### src/rtl/cache_arb_pkg.sv
// Shared types and size helpers for the cache/memory miss arbiter.
// The OFF_W/BPW/BLK_MASK constants describe the default 8-word, 16-bit build.
package cache_arb_pkg;

    typedef enum logic [1:0] {
        ST_IDLE       = 2'd0,
        ST_WRITE      = 2'd1,
        ST_FILL_ISSUE = 2'd2,
        ST_FILL_DRAIN = 2'd3
    } state_t;

    function automatic int clog2_f(input int v);
        int r;
        r = 0;
        while ((1 << r) < v) r++;
        return r;
    endfunction

    // Index width that stays at least one bit for a single-channel build.
    function automatic int idx_w_f(input int n);
        return (n > 1) ? clog2_f(n) : 1;
    endfunction

    localparam int DEF_BLOCK_WORDS = 8;
    localparam int DEF_DATA_W      = 16;
    localparam int OFF_W           = clog2_f(DEF_BLOCK_WORDS);
    localparam int BPW             = DEF_DATA_W / 8;
    localparam int BLK_MASK        = DEF_BLOCK_WORDS * BPW - 1;

endpackage

### src/rtl/cache_mem_arbiter_if.sv
// Bundle between the cache banks, the memory model and the miss arbiter.
// slave = arbiter view, master = cache/memory environment view.
interface cache_mem_arbiter_if #(
    parameter int NUM_REQ     = 2,
    parameter int ADDR_W      = 16,
    parameter int DATA_W      = 16,
    parameter int BLOCK_WORDS = 8
);
    localparam int WORD_OFF_W = cache_arb_pkg::clog2_f(BLOCK_WORDS);

    logic [NUM_REQ-1:0]        req_miss;
    logic [NUM_REQ-1:0]        req_wr;
    logic [NUM_REQ*ADDR_W-1:0] req_addr;
    logic [NUM_REQ*DATA_W-1:0] req_wdata;
    logic [DATA_W-1:0]         mem_rdata;
    logic                      mem_rvalid;
    logic                      mem_en;
    logic                      mem_wr;
    logic [ADDR_W-1:0]         mem_addr;
    logic [DATA_W-1:0]         mem_wdata;
    logic [NUM_REQ-1:0]        fill_we;
    logic [WORD_OFF_W-1:0]     fill_word;
    logic [DATA_W-1:0]         fill_data;
    logic [NUM_REQ-1:0]        fill_tag_we;
    logic [NUM_REQ-1:0]        fill_done;
    logic [NUM_REQ-1:0]        wr_ack;
    logic                      busy;

    modport slave (
        input  req_miss, req_wr, req_addr, req_wdata, mem_rdata, mem_rvalid,
        output mem_en, mem_wr, mem_addr, mem_wdata, fill_we, fill_word, fill_data,
               fill_tag_we, fill_done, wr_ack, busy
    );

    modport master (
        output req_miss, req_wr, req_addr, req_wdata, mem_rdata, mem_rvalid,
        input  mem_en, mem_wr, mem_addr, mem_wdata, fill_we, fill_word, fill_data,
               fill_tag_we, fill_done, wr_ack, busy
    );

endinterface

### src/rtl/req_arbiter.sv
// Combinational channel picker: fixed lowest-index priority, or rotating priority
// starting at rr_ptr when ARB_ROUND_ROBIN_EN is defined.
module req_arbiter #(
    parameter int NUM_REQ = 2,
    parameter int IDX_W   = 1
) (
    input  logic [NUM_REQ-1:0] pending,
`ifdef ARB_ROUND_ROBIN_EN
    input  logic [IDX_W-1:0]   rr_ptr,
`endif
    output logic [NUM_REQ-1:0] gnt_oh,
    output logic [IDX_W-1:0]   gnt_idx,
    output logic               gnt_valid
);

`ifdef ARB_ROUND_ROBIN_EN
    logic [2*NUM_REQ-1:0] rotated;
    logic [IDX_W:0]       sum;

    // Rotate so bit 0 is rr_ptr; lowest set bit of the rotated view wins.
    always_comb begin
        rotated   = {pending, pending} >> rr_ptr;
        sum       = '0;
        gnt_idx   = '0;
        gnt_oh    = '0;
        gnt_valid = 1'b0;
        for (int i = NUM_REQ - 1; i >= 0; i--) begin
            if (rotated[i]) begin
                sum = {1'b0, rr_ptr} + (IDX_W+1)'(i);
                if (sum >= (IDX_W+1)'(NUM_REQ)) sum = sum - (IDX_W+1)'(NUM_REQ);
                gnt_idx   = sum[IDX_W-1:0];
                gnt_valid = 1'b1;
            end
        end
        if (gnt_valid) gnt_oh = NUM_REQ'(1) << gnt_idx;
    end
`else
    always_comb begin
        gnt_idx   = '0;
        gnt_oh    = '0;
        gnt_valid = 1'b0;
        for (int i = NUM_REQ - 1; i >= 0; i--) begin
            if (pending[i]) begin
                gnt_oh    = '0;
                gnt_oh[i] = 1'b1;
                gnt_idx   = IDX_W'(i);
                gnt_valid = 1'b1;
            end
        end
    end
`endif

endmodule

### src/rtl/cache_mem_arbiter.sv
// Arbitrates cache miss fills and write-through stores onto one pipelined memory port.
// Optional ARB_ROUND_ROBIN_EN selects rotating priority instead of fixed lowest-index priority.
//
// state         | meaning
// ST_IDLE       | no transaction; pick a pending channel
// ST_WRITE      | single-cycle store on the memory port
// ST_FILL_ISSUE | issuing block reads, one per cycle
// ST_FILL_DRAIN | all reads issued, waiting for remaining returns
module cache_mem_arbiter
    import cache_arb_pkg::*;
#(
    parameter int NUM_REQ     = 2,
    parameter int ADDR_W      = 16,
    parameter int DATA_W      = 16,
    parameter int BLOCK_WORDS = 8
) (
    input logic                clk,
    input logic                rst,
    cache_mem_arbiter_if.slave bus
);

    localparam int WORD_OFF_W = clog2_f(BLOCK_WORDS);
    localparam int WORD_BYTES = DATA_W / 8;
    localparam int IDX_W      = idx_w_f(NUM_REQ);
    localparam logic [ADDR_W-1:0]   BLOCK_MASK = ADDR_W'(BLOCK_WORDS * WORD_BYTES - 1);
    localparam logic [WORD_OFF_W:0] CNT_LAST   = (WORD_OFF_W+1)'(BLOCK_WORDS - 1);
    localparam logic [WORD_OFF_W:0] CNT_FULL   = (WORD_OFF_W+1)'(BLOCK_WORDS);

    state_t               state;
    logic [NUM_REQ-1:0]   gnt_oh_q;
    logic [ADDR_W-1:0]    base_q;
    logic [WORD_OFF_W:0]  iss_cnt;
    logic [WORD_OFF_W:0]  rx_cnt;
    logic                 mem_en_q;
    logic                 mem_wr_q;
    logic [ADDR_W-1:0]    mem_addr_q;
    logic [DATA_W-1:0]    mem_wdata_q;
    logic [NUM_REQ-1:0]   wr_ack_q;

    logic [NUM_REQ-1:0]   gnt_oh;
    logic [IDX_W-1:0]     gnt_idx;
    logic                 gnt_valid;
    logic [ADDR_W-1:0]    sel_addr;
    logic [DATA_W-1:0]    sel_wdata;
    logic                 is_miss;
    logic                 fill_active;
    logic                 rx_fire;
    logic                 rx_last;

`ifdef ARB_ROUND_ROBIN_EN
    logic [IDX_W-1:0]     rr_ptr;
`endif

    req_arbiter #(
        .NUM_REQ (NUM_REQ),
        .IDX_W   (IDX_W)
    ) u_req_arbiter (
        .pending   (bus.req_miss | bus.req_wr),
`ifdef ARB_ROUND_ROBIN_EN
        .rr_ptr    (rr_ptr),
`endif
        .gnt_oh    (gnt_oh),
        .gnt_idx   (gnt_idx),
        .gnt_valid (gnt_valid)
    );

    always_comb begin
        sel_addr  = '0;
        sel_wdata = '0;
        for (int k = 0; k < NUM_REQ; k++) begin
            if (gnt_idx == IDX_W'(k)) begin
                sel_addr  = bus.req_addr[k*ADDR_W +: ADDR_W];
                sel_wdata = bus.req_wdata[k*DATA_W +: DATA_W];
            end
        end
    end

    // A miss on the granted channel takes precedence over its store.
    assign is_miss     = |(gnt_oh & bus.req_miss);
    assign fill_active = (state == ST_FILL_ISSUE) || (state == ST_FILL_DRAIN);
    assign rx_fire     = fill_active && bus.mem_rvalid;
    assign rx_last     = rx_fire && (rx_cnt == CNT_LAST);

    always_ff @(posedge clk) begin
        if (rst) begin
            state       <= ST_IDLE;
            gnt_oh_q    <= '0;
            base_q      <= '0;
            iss_cnt     <= '0;
            rx_cnt      <= '0;
            mem_en_q    <= 1'b0;
            mem_wr_q    <= 1'b0;
            mem_addr_q  <= '0;
            mem_wdata_q <= '0;
            wr_ack_q    <= '0;
`ifdef ARB_ROUND_ROBIN_EN
            rr_ptr      <= '0;
`endif
        end else begin
            case (state)
                ST_IDLE: begin
                    if (gnt_valid) begin
                        gnt_oh_q <= gnt_oh;
`ifdef ARB_ROUND_ROBIN_EN
                        rr_ptr   <= (gnt_idx == IDX_W'(NUM_REQ - 1)) ? '0 : gnt_idx + IDX_W'(1);
`endif
                        if (is_miss) begin
                            state      <= ST_FILL_ISSUE;
                            mem_en_q   <= 1'b1;
                            mem_wr_q   <= 1'b0;
                            mem_addr_q <= sel_addr & ~BLOCK_MASK;
                            base_q     <= sel_addr & ~BLOCK_MASK;
                            iss_cnt    <= (WORD_OFF_W+1)'(1);
                            rx_cnt     <= '0;
                        end else begin
                            state       <= ST_WRITE;
                            mem_en_q    <= 1'b1;
                            mem_wr_q    <= 1'b1;
                            mem_addr_q  <= sel_addr;
                            mem_wdata_q <= sel_wdata;
                            wr_ack_q    <= gnt_oh;
                        end
                    end
                end
                ST_WRITE: begin
                    state    <= ST_IDLE;
                    mem_en_q <= 1'b0;
                    mem_wr_q <= 1'b0;
                    wr_ack_q <= '0;
                end
                ST_FILL_ISSUE: begin
                    if (iss_cnt == CNT_FULL) begin
                        state    <= ST_FILL_DRAIN;
                        mem_en_q <= 1'b0;
                    end else begin
                        mem_addr_q <= base_q + ADDR_W'(iss_cnt) * ADDR_W'(WORD_BYTES);
                        iss_cnt    <= iss_cnt + (WORD_OFF_W+1)'(1);
                    end
                end
                default: ;
            endcase

            // Returns can overlap issue; the final one closes the fill from either fill state.
            if (rx_fire) begin
                rx_cnt <= rx_cnt + (WORD_OFF_W+1)'(1);
                if (rx_last) begin
                    state    <= ST_IDLE;
                    mem_en_q <= 1'b0;
                    rx_cnt   <= '0;
                    iss_cnt  <= '0;
                end
            end
        end
    end

    assign bus.mem_en      = mem_en_q;
    assign bus.mem_wr      = mem_wr_q;
    assign bus.mem_addr    = mem_addr_q;
    assign bus.mem_wdata   = mem_wdata_q;
    assign bus.wr_ack      = wr_ack_q;
    assign bus.fill_we     = rx_fire ? gnt_oh_q : '0;
    assign bus.fill_word   = rx_cnt[WORD_OFF_W-1:0];
    assign bus.fill_data   = bus.mem_rdata;
    assign bus.fill_tag_we = rx_last ? gnt_oh_q : '0;
    assign bus.fill_done   = rx_last ? gnt_oh_q : '0;
    assign bus.busy        = (state != ST_IDLE);

endmodule
### src/flat_wrapper.sv
// flat-port wrapper written by rule: the top's interface ports become plain ports
module cache_mem_arbiter_flat import cache_arb_pkg::*;
#(
    parameter int NUM_REQ     = 2,
    parameter int ADDR_W      = 16,
    parameter int DATA_W      = 16,
    parameter int BLOCK_WORDS = 8
)
  (clk, rst, bus_req_miss, bus_req_wr, bus_req_addr, bus_req_wdata, bus_mem_rdata, bus_mem_rvalid, bus_mem_en, bus_mem_wr, bus_mem_addr, bus_mem_wdata, bus_fill_we, bus_fill_word, bus_fill_data, bus_fill_tag_we, bus_fill_done, bus_wr_ack, bus_busy);
  cache_mem_arbiter_if #(.NUM_REQ(NUM_REQ), .ADDR_W(ADDR_W), .DATA_W(DATA_W), .BLOCK_WORDS(BLOCK_WORDS)) bus_i ();
  input logic clk;
  input logic rst;
  input wire logic [$bits(bus_i.req_miss)-1:0] bus_req_miss;
  input wire logic [$bits(bus_i.req_wr)-1:0] bus_req_wr;
  input wire logic [$bits(bus_i.req_addr)-1:0] bus_req_addr;
  input wire logic [$bits(bus_i.req_wdata)-1:0] bus_req_wdata;
  input wire logic [$bits(bus_i.mem_rdata)-1:0] bus_mem_rdata;
  input wire logic [$bits(bus_i.mem_rvalid)-1:0] bus_mem_rvalid;
  output wire logic [$bits(bus_i.mem_en)-1:0] bus_mem_en;
  output wire logic [$bits(bus_i.mem_wr)-1:0] bus_mem_wr;
  output wire logic [$bits(bus_i.mem_addr)-1:0] bus_mem_addr;
  output wire logic [$bits(bus_i.mem_wdata)-1:0] bus_mem_wdata;
  output wire logic [$bits(bus_i.fill_we)-1:0] bus_fill_we;
  output wire logic [$bits(bus_i.fill_word)-1:0] bus_fill_word;
  output wire logic [$bits(bus_i.fill_data)-1:0] bus_fill_data;
  output wire logic [$bits(bus_i.fill_tag_we)-1:0] bus_fill_tag_we;
  output wire logic [$bits(bus_i.fill_done)-1:0] bus_fill_done;
  output wire logic [$bits(bus_i.wr_ack)-1:0] bus_wr_ack;
  output wire logic [$bits(bus_i.busy)-1:0] bus_busy;
  assign bus_i.req_miss = bus_req_miss;
  assign bus_i.req_wr = bus_req_wr;
  assign bus_i.req_addr = bus_req_addr;
  assign bus_i.req_wdata = bus_req_wdata;
  assign bus_i.mem_rdata = bus_mem_rdata;
  assign bus_i.mem_rvalid = bus_mem_rvalid;
  assign bus_mem_en = bus_i.mem_en;
  assign bus_mem_wr = bus_i.mem_wr;
  assign bus_mem_addr = bus_i.mem_addr;
  assign bus_mem_wdata = bus_i.mem_wdata;
  assign bus_fill_we = bus_i.fill_we;
  assign bus_fill_word = bus_i.fill_word;
  assign bus_fill_data = bus_i.fill_data;
  assign bus_fill_tag_we = bus_i.fill_tag_we;
  assign bus_fill_done = bus_i.fill_done;
  assign bus_wr_ack = bus_i.wr_ack;
  assign bus_busy = bus_i.busy;
  cache_mem_arbiter #(.NUM_REQ(NUM_REQ), .ADDR_W(ADDR_W), .DATA_W(DATA_W), .BLOCK_WORDS(BLOCK_WORDS)) u_core (.clk(clk), .rst(rst), .bus(bus_i));
endmodule
### config.mk
export PLATFORM = sky130hd
export DESIGN_NAME = cache_mem_arbiter_flat
export DESIGN_NICKNAME = d
export VERILOG_FILES = /design/src/rtl/cache_arb_pkg.sv /design/src/rtl/cache_mem_arbiter_if.sv /design/src/rtl/req_arbiter.sv /design/src/rtl/cache_mem_arbiter.sv /design/src/flat_wrapper.sv
export SDC_FILE = /design/constraint.sdc
export NUM_CORES = 1
export LEC_CHECK = 0
export BUFFER_PORTS_ARGS = -buffer_cell sky130_fd_sc_hd__buf_2
export CAP_MARGIN = 20
export CORE_ASPECT_RATIO = 0.75
export CORE_UTILIZATION = 30
export DETAILED_ROUTE_END_ITERATION = 8
export PLACE_DENSITY = 0.63
export SETUP_SLACK_MARGIN = 0.02
export SYNTH_ARGS = -nofsm -noshare
export SYNTH_HDL_FRONTEND = slang
export SYNTH_SLANG_ARGS = --single-unit
### constraint.sdc
create_clock -name clk -period 3.2 [get_ports clk]
set_clock_uncertainty 0.05 [all_clocks]
set_input_delay 0.64 -clock clk [delete_from_list [all_inputs] [get_ports clk]]
set_output_delay 0.64 -clock clk [all_outputs]
set_load 0.01 [all_outputs]
# Word-level counts from Yosys, hierarchy flattened
# Index checks and enable logic that the tools add are counted.
# Widths: inputs -> output; s select.
word_totals:
  ff_bits: 60
  out_inout_bits: 62
  input_bits: 87
classes:
  n_reduce_logical: 18
  bitwise_logic: 3
  add_sub_neg: 3
  mux: 41
  n_eq_ne: 8
op_table:
  columns: ["operator", "n"]
  rows:
  - ["$mux 16", 4]
  - ["$mux 4", 11]
  - ["$pmux 16 s2", 1]
  - ["$mux 2", 11]
  - ["$add 16x5->16", 1]
  - ["$reduce_and 3->1", 5]
  - ["$reduce_bool 2->1", 6]
  - ["$mux 1", 9]
  - ["$add 4x1->4 const B", 2]
  - ["$pmux 4 s2", 1]
  - ["$pmux 2 s3", 1]
  - ["$eq 2x2->1 const B", 2]
  - ["$eq 4x3->1 const B", 1]
  - ["$eq 4x4->1 const B", 1]
  - ["$ne 2x2->1 const B", 2]
  - ["$pmux 2 s2", 1]
  - ["$reduce_and 2->1", 2]
  - ["$pmux 1 s3", 1]
  - ["$and 2x2->2", 1]
  - ["$eq 2x1->1 const B", 1]
  - ["$logic_and 1x1->1", 2]
  - ["$logic_not 2->1", 1]
  - ["$ne 2x1->1 const B", 1]
  - ["$or 2x2->2", 1]
  - ["other kinds (4)", 4]

# Logic depth before layout (Yosys ltp)
# Gate-level depths: netlist of run 1.
logic_depth:
  depth_word: 10
  ltp_mapped: 8

# By module
# Synthesis of run 1 repeated with hierarchy kept, for this count alone.
unflattened:
  cells_unflattened: 384
  area_unflattened_um2: 3230.6
by_module_without_submodules:
  columns: ["mod", "cells_per_inst", "instances", "seq_area_each_um2", "area_per_inst_um2"]
  rows:
  - ["cache_mem_arbiter", 380, 1, 1201.2, 3200.6]
  - ["req_arbiter", 4, 1, 0.0, 30.0]

# Worst setup path before layout of run 1
# No wires, ideal clock.
synth_timing:
  path_type: "input to output"
  startpoint: "input bus_mem_rvalid"
  endpoint: "output bus_fill_tag_we[0]"
  t_required_ps: 2510
  stages: 4
  slack_ps: 1140
  arrival_ps: 1370
  path_cell_list: "nand2_1 nor3_1 and2_1 buf_4"
synth_between:
  elab_chain_cells: 3
synth_lines:
  columns: ["element", "line", "rtl"]
  rows:
  - ["from (decl)", "flat_wrapper.sv:18", "input wire logic [$bits(bus_i.mem_rvalid)-1:0] bus_mem_rvalid;"]
  - ["$logic_and 1x1->1", "cache_mem_arbiter.sv:81", "assign rx_fire = fill_active && bus.mem_rvalid;"]
  - ["$logic_and 1x1->1", "cache_mem_arbiter.sv:82", "assign rx_last = rx_fire && (rx_cnt == CNT_LAST);"]
  - ["$mux 2", null, null]
  - ["to (decl)", "flat_wrapper.sv:26", "output wire logic [$bits(bus_i.fill_tag_we)-1:0] bus_fill_tag_we;"]
# Every way passes these cells.

# Worst setup path after layout of run 1
layout_timing:
  startpoint: "register u_core.state[1]"
  endpoint: "output bus_fill_done[0]"
layout_between:
  elab_chain_cells: 5
layout_lines:
  columns: ["element", "line", "rtl"]
  rows:
  - ["from (decl)", "cache_mem_arbiter.sv:29", "state_t state;"]
  - ["from (signal assigned)", "cache_mem_arbiter.sv:86", "state <= ST_IDLE;"]
  - ["from (signal assigned)", "cache_mem_arbiter.sv:108", "state <= ST_FILL_ISSUE;"]
  - ["from (signal assigned)", "cache_mem_arbiter.sv:116", "state <= ST_WRITE;"]
  - ["$eq 2x2->1", "cache_mem_arbiter.sv:80", "assign fill_active = (state == ST_FILL_ISSUE) || (state == ST_FILL_DRAIN);"]
  - ["$logic_or 1x1->1 *", "cache_mem_arbiter.sv:80", null]
  - ["$logic_and 1x1->1 *", "cache_mem_arbiter.sv:81", null]
  - ["$logic_and 1x1->1 *", "cache_mem_arbiter.sv:82", null]
  - ["$mux 2 *", "cache_mem_arbiter.sv:165", "assign bus.fill_done = rx_last ? gnt_oh_q : '0;"]
  - ["to (decl)", "flat_wrapper.sv:27", "output wire logic [$bits(bus_i.fill_done)-1:0] bus_fill_done;"]
# Every way passes the cells marked *; elsewhere a longest branch is shown, timed or not.

==> results by group, run 1 <==
Routing
  • ANT nets after route: 0
  • Via Count: about 3000
  • DR WL met2: around 3800 um
  • 1st-pass router iterations: 4
  • Post-Route WL: 8460 um
  • Met3 WL: 673 um
  • DR vias/cell: 4.998
  • Top sig layer: met5
  • Routed met1 length: 3880 um
  • First DRT Iteration DRCs: between 100 and 150
  • Wire length per cell: roughly 14 um
  • DRC: 0

Yosys
  • Synthesized netlist cell count: ~380
  • Warnings from Yosys: 0
  • Number of enable flip-flop cells after synthesis: 0
  • Most numerous cell in the Yosys netlist: dfxtp_1
  • Synth top area cells: dfxtp_1, mux2i_1, a211oi_1, nor2_1, buf_4
  • Mux contribution to synthesized area: between 10% and 20%
  • Post-synthesis xor/xnor area fraction: 1.341%
  • Post-synthesis net count: 467
  • Mean Syn Cell Area: between 8 and 9 sq um
  • Main combinational cell family by area after synthesis: compound AO/OA/AOI/OAI gates
  • Share of the synthesized area in the top cell type: 36.78%
  • Synth cell count leaders: dfxtp_1, nor2_1, mux2i_1
  • Post-synthesis compound-gate area fraction: 20.00%
  • Dominant synthesized flop cell: dfxtp_1
  • Async SR Flop Fraction: 0%
  • Post-synthesis sequential element count: 60
  • Mapped cell area: 3266 sq um
  • Post-Synth Adder-Cell Area: under 10%
  • Register area share after synthesis: 36.78%
  • Synth area leader: dfxtp_1
  • Post-Synth Simple-Gate Area: a little under a fifth
  • Count of different cell masters after synthesis: 54

Timing
  • Fin. max-slew vios: 0
  • Actual slew at the worst max-slew pin: 1.085 ns
  • Hold Slack: slightly above 0.4 ns
  • Unrepaired setup endpoints after global routing: false
  • Final Hold Viols: 0
  • Total Neg Setup Slack: 0 ns
  • Count of final setup violators: 0
  • Fmax: 351.5 MHz
  • Worst slew margin: 27.67%
  • Post-route minimum period: 2.845 ns
  • Post-route clock period utilization: roughly nine tenths

CTS
  • Root Buffer: clkbuf_16
  • Worst-path clk slew: 0.05 ns
  • Post-CTS setup buffers: 0
  • CTS tree: done
  • Later-pin clock latency in the skew report: 0.33 ns
  • Post-cts resize count: 0
  • CTS Buf Count: 9
  • Htree depth: 3
  • Max Root-Sink Buffers: 2
  • Hold-fix buffers, CTS: 0
  • # clock sinks: 60

Power and ir drop
  • IR drop worst, VDD: 0.2292 mV
  • Cell Pwr Density: 599.2 nW/um^2
  • Pwr Total: 2.454 mW
  • Leakage power: 1.845 nW

Global route
  • GRT overflow: 0
  • First-pass GRT wire length: 13710 um
  • Number of global-route vias before repair: 2841
  • Total track usage: 15.94%
  • Largest net degree at the start of global routing: 58
  • Antenna violations before repair: 2

Cells and area
  • Area growth, synth to finish: 25.40%
  • Utilization after layout: between 30% and 40%
  • Final nets: between 500 and 600
  • Fin cells: 600
  • Share of layout cells above drive strength 1: 31.32%

Critical path
  • Critical path type: flop to output port
  • WP data required: about 2.5 ns
  • CP startpoint kind: flop
  • Crit. End Element: output port
  • Critical Path AT: 2.16 ns
  • Crit path max fanout: 18

Placement
  • Number of port buffers: 116
  • RD Place Congestion: ~0.8
  • Placed Cells: about 580
  • Final HPWL DP: 6146 um

Die
  • IO Count: roughly 150
  • Horiz. Die Dim: 122.5 um
  • Die Area: 11310 sq um
  • Initial Util: a little under a third
  • DIE HEIGHT: ~92 um
  • Row Count: 32
  • Core Area: 10450 sq um

Worst hold path
  • Worst min path class: flop to flop

Outcome
  • Status: finished clean

Flow run
  • Max-Cap Viols: 0
state kept, by name, summed over array words and instances, names as in the netlist:
signal and count:
u_core.base_q 12, u_core.bus.mem_addr 16, u_core.bus.mem_en 1, u_core.bus.mem_wdata 16, u_core.bus.mem_wr 1, u_core.bus.wr_ack 2, u_core.gnt_oh_q 2, u_core.iss_cnt 4
u_core.rx_cnt 4, u_core.state 2
metal layers:
| metal | vias to the layer above | global-route usage [%] |
|---|---|---|
| li1 | 1504 | - |
| met1 | 1373 | 19.49 |
| met2 | 103 | 24.11 |
| met3 | 17 | 6.712 |
| met4 | 2 | 7.317 |
| met5 | - | 0 |
worst max-delay path: stages (launching register included):
cell	delay, ns
dfxtp_1	0.70
nand2_1	0.29
nor3_1	0.49
and2_1	0.21
buf_2	0.14
final cells by class:
| class | count | area [sq um] |
|---|---|---|
| Multi-Input combinational cell | 261 | 1718 |
| Antenna cell | 1 | 2.502 |
| Timing Repair Buffer | 121 | 618.1 |
| Sequential cell | 60 | 1201 |
| Clock buffer | 12 | 246.5 |
| Fill cell | 1038 | 6355 |
| Clock inverter | 4 | 120.1 |
| Tap cell | 136 | 170.2 |
| Inverter | 5 | 18.77 |
report_power, final:
group	switching [mW]	total, mW	leakage (nW)	internal (mW)
sequential	0.0554	0.870	0.494	0.815
clock	0.338	1.20	0.177	0.861
combinational	0.210	0.385	1.17	0.175
total	0.603	2.45	1.85	1.85
kinds of logic (layout without fill, tap and decap cells):
logic type                 count (synthesis)  in the layout
other                                      0              1
and+or+nand+nor                          125            125
AOI/OAI and AO/OA                         92             92
muxes                                     34             34
DFF                                       60             60
xor gates and xnor gates                   5              5
buffers and inverters                     54            142
adders and majority gates                  5              5
path summary, 6_finish.rpt:
kind | startpoint | endpoint | slack (ns) | depth (start not counted)
setup / recovery | u_core.state[1] | bus_fill_done[0] | 0.35 | 4
hold / removal | u_core.bus.mem_addr[4] | u_core.bus.mem_addr[4] | 0.40 | 2
setup reg to reg | u_core.state[1] | u_core.bus.mem_addr[14] | 0.91 | 6
hold reg to reg | u_core.bus.mem_addr[4] | u_core.bus.mem_addr[4] | 0.40 | 2
through the flow:
step | area (sq um) | setup WS [ns]
after floorplan | 3266 | 1.140
after global placement | 3726 | 0.7883
after detailed placement | 3726 | 0.7386
after CTS | 4093 | 0.3873
after global routing | 4095 | 0.2188
final | 4095 | 0.3547
cell usage in the layout (no fill, tap or decap), drive strengths merged, types with 4 or more instances in the layout:
| cell | synthesis | routed |
|---|---|---|
| a211o | 8 | 8 |
| a211oi | 29 | 29 |
| a21o | 4 | 4 |
| a21oi | 20 | 20 |
| a22oi | 4 | 4 |
| and3 | 5 | 5 |
| buf | 36 | 121 |
| bufinv | 0 | 4 |
| clkbuf | 13 | 12 |
| dfxtp | 60 | 60 |
| ha | 5 | 5 |
| inv | 5 | 5 |
| mux2i | 31 | 31 |
| nand2 | 20 | 20 |
| nand3 | 9 | 9 |
| nand3b | 4 | 4 |
| nand4 | 4 | 4 |
| nor2 | 56 | 56 |
| nor3 | 5 | 5 |
| o21ai | 8 | 8 |
Note: power is estimated with default switching activity, not from simulation.
==> inputs of run 2 (changes only) <==
--- a/config.mk
+++ b/config.mk
@@ -14,4 +14,5 @@
 export SETUP_SLACK_MARGIN = 0.02
 export SYNTH_ARGS = -nofsm -noshare
 export SYNTH_HDL_FRONTEND = slang
+export SYNTH_HIERARCHICAL = 1
 export SYNTH_SLANG_ARGS = --single-unit
==> constraint.sdc (replaced) <==
create_clock -name clk -period 3.2 [get_ports clk]
set_clock_uncertainty 0.05 [all_clocks]
set_input_delay 0.48 -clock clk [delete_from_list [all_inputs] [get_ports clk]]
set_output_delay 0.48 -clock clk [all_outputs]
set_load 0.01 [all_outputs]
==> results by group, run 2 <==
Yosys
  • Post-synthesis compound-gate area fraction: 18.36%
  • Post-synthesis net count: 476
  • Register area share after synthesis: 37.18%
  • Mapped cell area: around 3200 sq um
  • Synth cell count leaders: dfxtp_1, nor2_1, mux2i_1
  • Mean Syn Cell Area: 8.413 sq um
  • Async SR Flop Fraction: 0%
  • Count of different cell masters after synthesis: 43
  • Synthesized netlist cell count: between 300 and 400
  • Synth top area cells: dfxtp_1, mux2i_1, a211oi_1, buf_4, nor2_1
  • Most numerous cell in the Yosys netlist: dfxtp_1
  • Dominant synthesized flop cell: dfxtp_1
  • Post-Synth Simple-Gate Area: between 20 and 25%
  • Mux contribution to synthesized area: a little under an eighth
  • Share of the synthesized area in the top cell type: 37.18%
  • Warnings from Yosys: 6
  • Post-synthesis sequential element count: 60
  • Post-Synth Adder-Cell Area: 1.936%
  • Main combinational cell family by area after synthesis: simple AND/OR/NAND/NOR gates
  • Post-synthesis xor/xnor area fraction: less than 1%
  • Synth area leader: dfxtp_1
  • Number of enable flip-flop cells after synthesis: 0

Die
  • Row Count: 32
  • Die Area: 11190 sq um
  • Horiz. Die Dim: 121.8 um
  • Core Area: 10370 sq um
  • Initial Util: a little under a third
  • DIE HEIGHT: about 92 um
  • IO Count: ~150

Timing
  • Post-route clock period utilization: around 73%
  • Fin. max-slew vios: 0
  • Count of final setup violators: 0
  • Total Neg Setup Slack: 0 ns
  • Final Hold Viols: 0
  • Post-route minimum period: 2.341 ns
  • Final Worst Setup Slack: 0.8592 ns
  • Unrepaired setup endpoints after global routing: false
  • Worst slew margin: between 50% and 60%
  • Fmax: between 400 and 500 MHz
  • Actual slew at the worst max-slew pin: ~0.65 ns
  • Hold Slack: 0.3667 ns

Cells and area
  • Area growth, synth to finish: 24.90%
  • Final nets: about 560
  • Most frequent cells in the layout: buf_2, dfxtp_1, nor2_1, mux2i_1, a211oi_1
  • Ant. Diodes: 0
  • Share of layout cells above drive strength 1: 31.28%
  • Commonest non-fill, non-tap cell in the layout: buf_2

CTS
  • # clock sinks: 60
  • Hold-fix buffers, CTS: 0
  • Post-CTS setup buffers: 0
  • CTS tree: done
  • Root Buffer: clkbuf_16
  • Worst-path clk slew: 0.06 ns
  • Post-cts resize count: 0
  • CTS Buf Count: 9
  • Later-pin clock latency in the skew report: 0.33 ns
  • Htree depth: 3
  • Max Root-Sink Buffers: 2

Routing
  • Wire length per cell: 14.05 um
  • Via Count: between 3000 and 4000
  • 1st-pass router iterations: 4
  • DR vias/cell: 4.993
  • ANT nets after route: 0
  • First DRT Iteration DRCs: roughly 200
  • DRC: 0
  • Post-Route WL: 8517 um

Critical path
  • Cell family with most CP delay: simple AND/OR/NAND/NOR gates
  • Crit-path cells: inv_1 -> ha_1 -> and3b_1 -> a211o_1 -> or4_1 -> a21oi_1
  • Crit path max fanout: 19
  • Critical Path AT: ~2.6 ns
  • Critical Path Max Stage Delay: about 0.6 ns
  • Slowest cell on the critical path: or4_1
  • Critical path type: flop to flop
  • Crit. End Element: flop
  • WP buf/inv: 1
  • WP data required: between 3 and 4 ns
  • CP startpoint kind: flop

Placement
  • RD Place Congestion: between 0.7 and 0.8
  • Final HPWL DP: 6157 um
  • Number of port buffers: around 120
  • Pre-CTS WS: 0.5282 ns

Global route
  • Antenna violations before repair: 0
  • Number of global-route vias before repair: 2832
  • GRT overflow: 0
  • Total track usage: 15.52%
  • Largest net degree at the start of global routing: 61
  • First-pass GRT wire length: 13520 um

Power and ir drop
  • IR drop worst, VDD: 0.2392 mV
  • Leakage power: around 1.7 nW
  • Cell Pwr Density: 556.5 nW/um^2

Outcome
  • Status: finished clean

Flow run
  • Max-Cap Viols: 0

Worst hold path
  • Worst min path class: primary input to flop
[run 2: changes by cell type in the layout (fill, tap and decap cells not counted), moves of 5 or more]
cell,before,now
nor2_1,54,43
nor3_1,5,13
a211o_1,8,2
mux2i_1,31,37
a211oi_1,28,33
[run 2: path summary, 6_finish.rpt]
path,slack [ns],cells past startpoint,from,to
min reg2reg,0.40,2,u_core/bus.mem_addr[6],u_core/bus.mem_addr[6]
max reg2reg,0.86,6,u_core/iss_cnt[0],u_core/bus.mem_addr[0]
max,0.86,6,u_core/iss_cnt[0],u_core/bus.mem_addr[0]
min,0.37,2,rst,u_core/bus.wr_ack[1]
[run 2: cells by family after synthesis]
logic type	count (synthesis)
xor+xnor	3
buf+inv	59
mux	37
flops	60
simple gates	130
fa+ha+maj	5
compound gates	90
[run 2: layout make-up]
| class | count | area [sq um] |
|---|---|---|
| clock inverter | 6 | 47.55 |
| clock buffer | 10 | 239.0 |
| fill | 1052 | 6335 |
| tap | 136 | 170.2 |
| inverter | 5 | 18.77 |
| sequential | 60 | 1201 |
| multi-input combinational | 265 | 1705 |
| timing repair buffer | 124 | 653.1 |
[run 2: worst reg2reg max path: stages (launching register included)]
cell     delay (ns)
dfxtp_1        0.40
inv_1          0.08
ha_1           0.21
and3b_1        0.23
a211o_1        0.57
or4_1          0.60
a21oi_1        0.13
[run 2: per-layer routing]
metal  track usage, %  vias up  routed length [um]
met4            6.070        0                 124
li1                 -     1525                   -
met5                0        -                   0
met2            23.63      102                3715
met3            4.291       14                 563
met1            20.53     1385                4113
[run 2: per-stage QoR]
step,util (%),power [mW],area [sq um],cells
detailed placement,35.96,1.356,3729,589
floorplan,-,1.211,3231,384
global placement,35.96,1.346,3729,589
global route,38.91,2.367,4035,606
CTS,38.72,2.273,4015,605
finish,38.91,2.246,4035,606
[run 2: power breakdown]
part / leakage, nW / switching [mW] / internal, mW
clock: 0.127 / 0.356 / 0.548
sequential: 0.495 / 0.0646 / 0.830
combinational: 1.13 / 0.251 / 0.197
